[src/rtl/tm_anasymod.sv]
// Emulation time manager: min-reduces per-source timestep requests into emu_dt and accumulates emu_time.
// Optional stall detector (emu_stall port) is built when TM_STALL_DET_EN is defined.
`ifndef DT_WIDTH
`define DT_WIDTH 32
`endif
`ifndef TIME_WIDTH
`define TIME_WIDTH 64
`endif

module tm_anasymod #(
  parameter int N_SRC      = 2,
  parameter int DT_WIDTH   = `DT_WIDTH,
  parameter int TIME_WIDTH = `TIME_WIDTH,
  parameter int STEP_WIDTH = 32,
  parameter int STALL_THR  = 1024
) (
  input  logic                      emu_clk,
  input  logic                      emu_rst,
  input  logic [N_SRC*DT_WIDTH-1:0] dt_req,
  input  logic [N_SRC-1:0]          dt_req_en,
  output logic [DT_WIDTH-1:0]       emu_dt,
  output logic [TIME_WIDTH-1:0]     emu_time,
  output logic [STEP_WIDTH-1:0]     emu_step_cnt,
`ifdef TM_STALL_DET_EN
  output logic                      emu_stall,
`endif
  output logic                      emu_time_sat
);

  localparam int LV = $clog2(N_SRC);
  localparam int P  = 1 << LV;

  // Leaves beyond N_SRC and disabled sources are all-ones so they never win the min.
  genvar l, j;
  generate
    for (l = 0; l <= LV; l++) begin : g_lvl
      localparam int W = P >> l;
      logic [DT_WIDTH-1:0] v [W];
      for (j = 0; j < W; j++) begin : g_node
        if (l == 0) begin : g_leaf
          if (j < N_SRC) begin : g_src
            assign v[j] = dt_req_en[j] ? dt_req[j*DT_WIDTH +: DT_WIDTH] : '1;
          end else begin : g_pad
            assign v[j] = '1;
          end
        end else begin : g_min
          assign v[j] = (g_lvl[l-1].v[2*j] < g_lvl[l-1].v[2*j+1]) ?
                        g_lvl[l-1].v[2*j] : g_lvl[l-1].v[2*j+1];
        end
      end
    end
  endgenerate

  assign emu_dt = g_lvl[LV].v[0];

  logic [TIME_WIDTH:0] dt_ext;
  logic [TIME_WIDTH:0] sum;
  logic                dt_nz;

  assign dt_ext = (TIME_WIDTH+1)'(emu_dt);
  assign sum    = {1'b0, emu_time} + dt_ext;
  assign dt_nz  = (emu_dt != '0);

  always_ff @(posedge emu_clk) begin
    if (emu_rst) begin
      emu_time     <= '0;
      emu_step_cnt <= '0;
      emu_time_sat <= 1'b0;
    end else begin
      if (sum[TIME_WIDTH]) begin
        emu_time     <= '1;
        emu_time_sat <= 1'b1;
      end else begin
        emu_time <= sum[TIME_WIDTH-1:0];
      end
      if (dt_nz) emu_step_cnt <= emu_step_cnt + 1'b1;
    end
  end

`ifdef TM_STALL_DET_EN
  localparam int SW = $clog2(STALL_THR + 1);
  localparam logic [SW-1:0] THR = SW'(STALL_THR);

  logic [SW-1:0] stall_cnt;
  logic [SW-1:0] stall_cnt_nxt;

  always_comb begin
    stall_cnt_nxt = '0;
    if (!dt_nz) stall_cnt_nxt = (stall_cnt == THR) ? THR : stall_cnt + 1'b1;
  end

  // Flag is registered from the next count so it rises on the completing edge.
  always_ff @(posedge emu_clk) begin
    if (emu_rst) begin
      stall_cnt <= '0;
      emu_stall <= 1'b0;
    end else begin
      stall_cnt <= stall_cnt_nxt;
      emu_stall <= (stall_cnt_nxt == THR);
    end
  end
`endif

endmodule

[config.mk]
export PLATFORM = sky130hd
export DESIGN_NAME = tm_anasymod
export DESIGN_NICKNAME = d
export VERILOG_FILES = /design/src/rtl/tm_anasymod.sv
export SDC_FILE = /design/constraint.sdc
export NUM_CORES = 1
export LEC_CHECK = 0
export CELL_PAD_IN_SITES_DETAIL_PLACEMENT = 0
export CELL_PAD_IN_SITES_GLOBAL_PLACEMENT = 2
export CORE_ASPECT_RATIO = 0.8
export CORE_UTILIZATION = 31
export CTS_CLUSTER_SIZE = 10
export DETAILED_ROUTE_END_ITERATION = 10
export GPL_ROUTABILITY_DRIVEN = 0
export PLACE_DENSITY_LB_ADDON = 0.1
export SYNTH_ARGS = -nofsm -noshare
export SYNTH_HDL_FRONTEND = slang
export SYNTH_SLANG_ARGS = --single-unit
[constraint.sdc]
create_clock -name emu_clk -period 13.1 [get_ports emu_clk]
set_input_delay 3.275 -clock emu_clk [delete_from_list [all_inputs] [get_ports emu_clk]]
set_output_delay 3.275 -clock emu_clk [all_outputs]
set_load 0.05 [all_outputs]
==> results_dict.tcl <==
set metrics [dict create \
    status "finished, final reports clean" \
    place_worst_setup_slack_ns 1.51 \
    syn-mean-instance-area_sq_um 7.84 \
    synth-edff-count 0 \
    first_pass_iteration_count_of_the_detailed_router 4 \
    unrepaired_setup_endpoints_after_global_routing "no" \
    minimum_period_implied_by_the_final_worst_setup_slack_ns 11.59 \
    clockRootBuffer "sky130_fd_sc_hd__clkbuf_16" \
    ff2ff_setup_slack_ns 8.92 \
    cp_delay_by_family_top "buffers and inverters" \
    postLayoutSetupSlackWorst_ns 1.51 \
    hold_path.class "reg2reg" \
    finalWirelength_um 26800 \
    crit_path_max_fanout 37 \
    num_ports 197 \
    synth-seq-area-share_pct 25.1 \
    ordered_list_of_cells_on_the_worst_path "clkdlybuf4s50_1 -> nor2b_1 -> ha_1 -> a21oi_1 -> o21ai_0 -> a21oi_1 -> a21oi_1 -> o311ai_1 -> nand2_2 -> buf_4 -> a21oi_1 -> clkdlybuf4s50_1" \
    wl_per_cell_um 18.2 \
    clk_path_buf_depth 2 \
    starting_density_pct 31.7 \
    cpPeakStageDelay_ns 1.04 \
    layout-area-overhead-vs-synth_pct 31.8 \
    synthArstFlopShare_pct 0 \
    r2r_start "emu_time[0]$_SDFF_PP0_" \
    grt_max_degree 64 \
    floorplan.die.height_um 143 \
    route.vias.total 7777 \
    cp_slowest_cell "sky130_fd_sc_hd__clkdlybuf4s50_1" \
    synthesis.nets 1121 \
    synthesis.yosys.warnings 0 \
    synth.cell_area_sq_um 7740 \
    postCtsSetupBuffers 0 \
    globalRouteOverflowTotal 0 \
    final-hold-violation-count 0 \
    num-nets-final 1283 \
    placementRows 51 \
    mostFrequentLayoutCell "sky130_fd_sc_hd__clkdlybuf4s50_1" \
    fp.dieW_um 179 \
    yosys.cell_types.count 61 \
    path_common_cell "sky130_fd_sc_hd__a21oi_1" \
    grtUsageTotal_pct 21.0 \
    static_leakage_nw 3.86 \
    ys_dominant_reg_cell "sky130_fd_sc_hd__dfxtp_1" \
    number_of_global_route_vias_before_repair 7281 \
    min_delay_path_depth 2 \
    post_synth_inst_count 987 \
    hold_path_end "emu_time_sat$_SDFFE_PP0P_" \
    setup.worst_path.class "in2out" \
    worst-slew-pin-transition_ns 1.01 \
    power_density_nw_per_um2 170 \
    required_time_at_the_endpoint_of_the_critical_path_ns 9.82 \
    grt_antenna_before_repair 1 \
    tritoncts "yes" \
    timing.setup.tns_ns 0 \
    die_outline_area_sq_um 25600 \
    post-route-period-util_pct 88.5 \
    crit_cells 12 \
    grt_first_pass_wirelength_um 41300 \
    setup.worst_path.end_class "primary output" \
    number_of_remaining_drc_errors 0 \
    most-common-layout-cells "sky130_fd_sc_hd__clkdlybuf4s50_1, sky130_fd_sc_hd__a21oi_1, sky130_fd_sc_hd__dfxtp_1" \
    setup_viol 0 \
    final_design_area_no_fill_sq_um 10200 \
    post_route_cells_drive_above_1_share_pct 6.24 \
    detailed_place.area_sq_um 9930 \
    fillCellCount 2509 \
    slew_limit_fails 0 \
    final_antenna_net_count 0 \
    placeableCoreArea_sq_um 24400 \
    ys_seq_elements 97 \
    h_tree_levels 3 \
    r2r.worst_path.cells 11 \
    place.detailed.hpwl_um 20500 \
    clk_pin_slew_ns 0.07 \
    clock.fmax_mhz 86.2 \
    critPathBufInv 3 \
    cts-buffers-inserted 9 \
    worst_ir_drop_vdd_v 0.000116 \
    worstPathArrival_ns 8.32 \
    clock_sink_count 97 \
    clk_latency_ns 0.36 \
    kind_of_start_point_of_the_critical_path "primary input" \
    total_of_cells_resized_after_clock_tree_synthesis 0 \
    r2r-end "emu_time[13]$_SDFF_PP0_" \
    total_of_hold_buffers_inserted_after_clock_tree_synthesis 0 \
    hold_path.startpoint "emu_time_sat$_SDFFE_PP0P_" \
    max-slew-margin-rel_pct 32.1 \
    max_cap_violations 0 \
    detail_route.iter0.violations 419 \
    post_drt_via_cell_ratio 5.28 \
    timing.clock.skew_ns 0.00989 \
    place.port_buffers 196 \
]
registers in the layout, indices dropped and copies added, names as in the netlist:
name	cells
emu_time	64
emu_step_cnt	32
emu_time_sat	1
cell type report:
class / count / area [sq um] / share of cell area, %
Multi-Input combinational cell: 824 / 5530 / 54.2
Timing Repair Buffer: 203 / 2010 / 19.7
Sequential cell: 97 / 1940 / 19.0
Tap cell: 318 / 398 / 3.90
Clock buffer: 12 / 236 / 2.32
Inverter: 14 / 52.6 / 0.515
Clock inverter: 4 / 27.5 / 0.270
Antenna cell: 1 / 2.50 / 0.0245
report_power, final:
| group | total [mW] | internal [mW] | switching [mW] |
|---|---|---|---|
| Sequential | 0.373 | 0.342 | 0.0312 |
| Clock | 0.259 | 0.130 | 0.129 |
| Combinational | 1.11 | 0.410 | 0.695 |
| Total | 1.74 | 0.883 | 0.854 |
per-layer routing:
metal / vias to the layer above / global-route usage, % / routed length (um)
li1: 3959 / - / -
met1: 3625 / 30.4 / 13600
met2: 176 / 32.2 / 11800
met3: 17 / 3.41 / 1150
met4: 0 / 4.73 / 287
met5: - / 0 / 0
kinds of logic (layout without fill, tap and decap cells):
| logic type | Yosys count | after routing | synth area share, % |
|---|---|---|---|
| buf+inv | 66 | 233 | 3.57 |
| mux | 26 | 26 | 4.77 |
| simple gates | 425 | 425 | 30.2 |
| flops | 97 | 97 | 25.1 |
| xor+xnor | 45 | 45 | 5.09 |
| compound gates | 262 | 262 | 20.5 |
| fa+ha+maj | 66 | 66 | 10.8 |
| other cells | 0 | 1 | 0 |
worst max-delay path by stage:
stage	from	end
after global routing	dt_req_en[1]	emu_dt[7]
after floorplan	dt_req_en[0]	emu_dt[18]
after CTS	dt_req_en[1]	emu_dt[7]
final	dt_req_en[1]	emu_dt[7]
after global placement	dt_req_en[1]	emu_dt[7]
after detailed placement	dt_req_en[1]	emu_dt[7]
cells in the mapped netlist (4+ instances only):
master / instances / area, sq um
sky130_fd_sc_hd__a21oi_1: 141 / 706
sky130_fd_sc_hd__dfxtp_1: 97 / 1940
sky130_fd_sc_hd__nor2_1: 88 / 330
sky130_fd_sc_hd__ha_1: 65 / 813
sky130_fd_sc_hd__nand2_1: 62 / 233
sky130_fd_sc_hd__nor2b_1: 61 / 382
sky130_fd_sc_hd__clkbuf_1: 45 / 169
sky130_fd_sc_hd__nand3_1: 31 / 155
sky130_fd_sc_hd__nand2b_1: 30 / 188
sky130_fd_sc_hd__o21ai_0: 27 / 135
sky130_fd_sc_hd__a21o_1: 25 / 188
sky130_fd_sc_hd__nor4_1: 25 / 156
sky130_fd_sc_hd__xnor2_1: 25 / 219
sky130_fd_sc_hd__nand4_1: 24 / 150
sky130_fd_sc_hd__nor3_1: 23 / 115
sky130_fd_sc_hd__mux2_4: 21 / 315
sky130_fd_sc_hd__xor2_1: 20 / 175
sky130_fd_sc_hd__and3_1: 16 / 100
sky130_fd_sc_hd__a31oi_1: 15 / 93.8
sky130_fd_sc_hd__inv_1: 14 / 52.6
sky130_fd_sc_hd__and4_1: 13 / 114
sky130_fd_sc_hd__nor3_2: 11 / 110
sky130_fd_sc_hd__or4_1: 11 / 82.6
sky130_fd_sc_hd__a211oi_1: 8 / 60.1
sky130_fd_sc_hd__o31ai_1: 8 / 60.1
sky130_fd_sc_hd__and2_1: 7 / 43.8
sky130_fd_sc_hd__or2_2: 6 / 37.5
sky130_fd_sc_hd__or3_1: 6 / 37.5
sky130_fd_sc_hd__o211ai_1: 5 / 37.5
sky130_fd_sc_hd__or2b_1: 4 / 30.0
through the flow:
stage	cells	hold WS, ns	utilization (%)	total power [mW]
final	1473	0.445	41.7	1.74
after global routing	1473	0.489	41.7	1.86
after CTS	1472	0.452	41.7	1.74
after detailed placement	1456	0.440	40.6	1.47
after global placement	1456	0.436	40.6	1.48
after floorplan	987	0.664	-	1.17
worst register-to-register path, stage by stage, from the launching register on:
cell and delay (ns):
sky130_fd_sc_hd__dfxtp_1 0.32, sky130_fd_sc_hd__ha_1 0.23, sky130_fd_sc_hd__inv_1 0.08, sky130_fd_sc_hd__fa_1 0.22, sky130_fd_sc_hd__nor2b_1 0.07, sky130_fd_sc_hd__o31ai_1 0.54, sky130_fd_sc_hd__a211o_1 0.38, sky130_fd_sc_hd__a31oi_4 0.18
sky130_fd_sc_hd__a221oi_1 0.67, sky130_fd_sc_hd__or4_2 0.74, sky130_fd_sc_hd__buf_4 0.46, sky130_fd_sc_hd__a21oi_1 0.14
No activity file was read; power rests on OpenSTA's default activity.
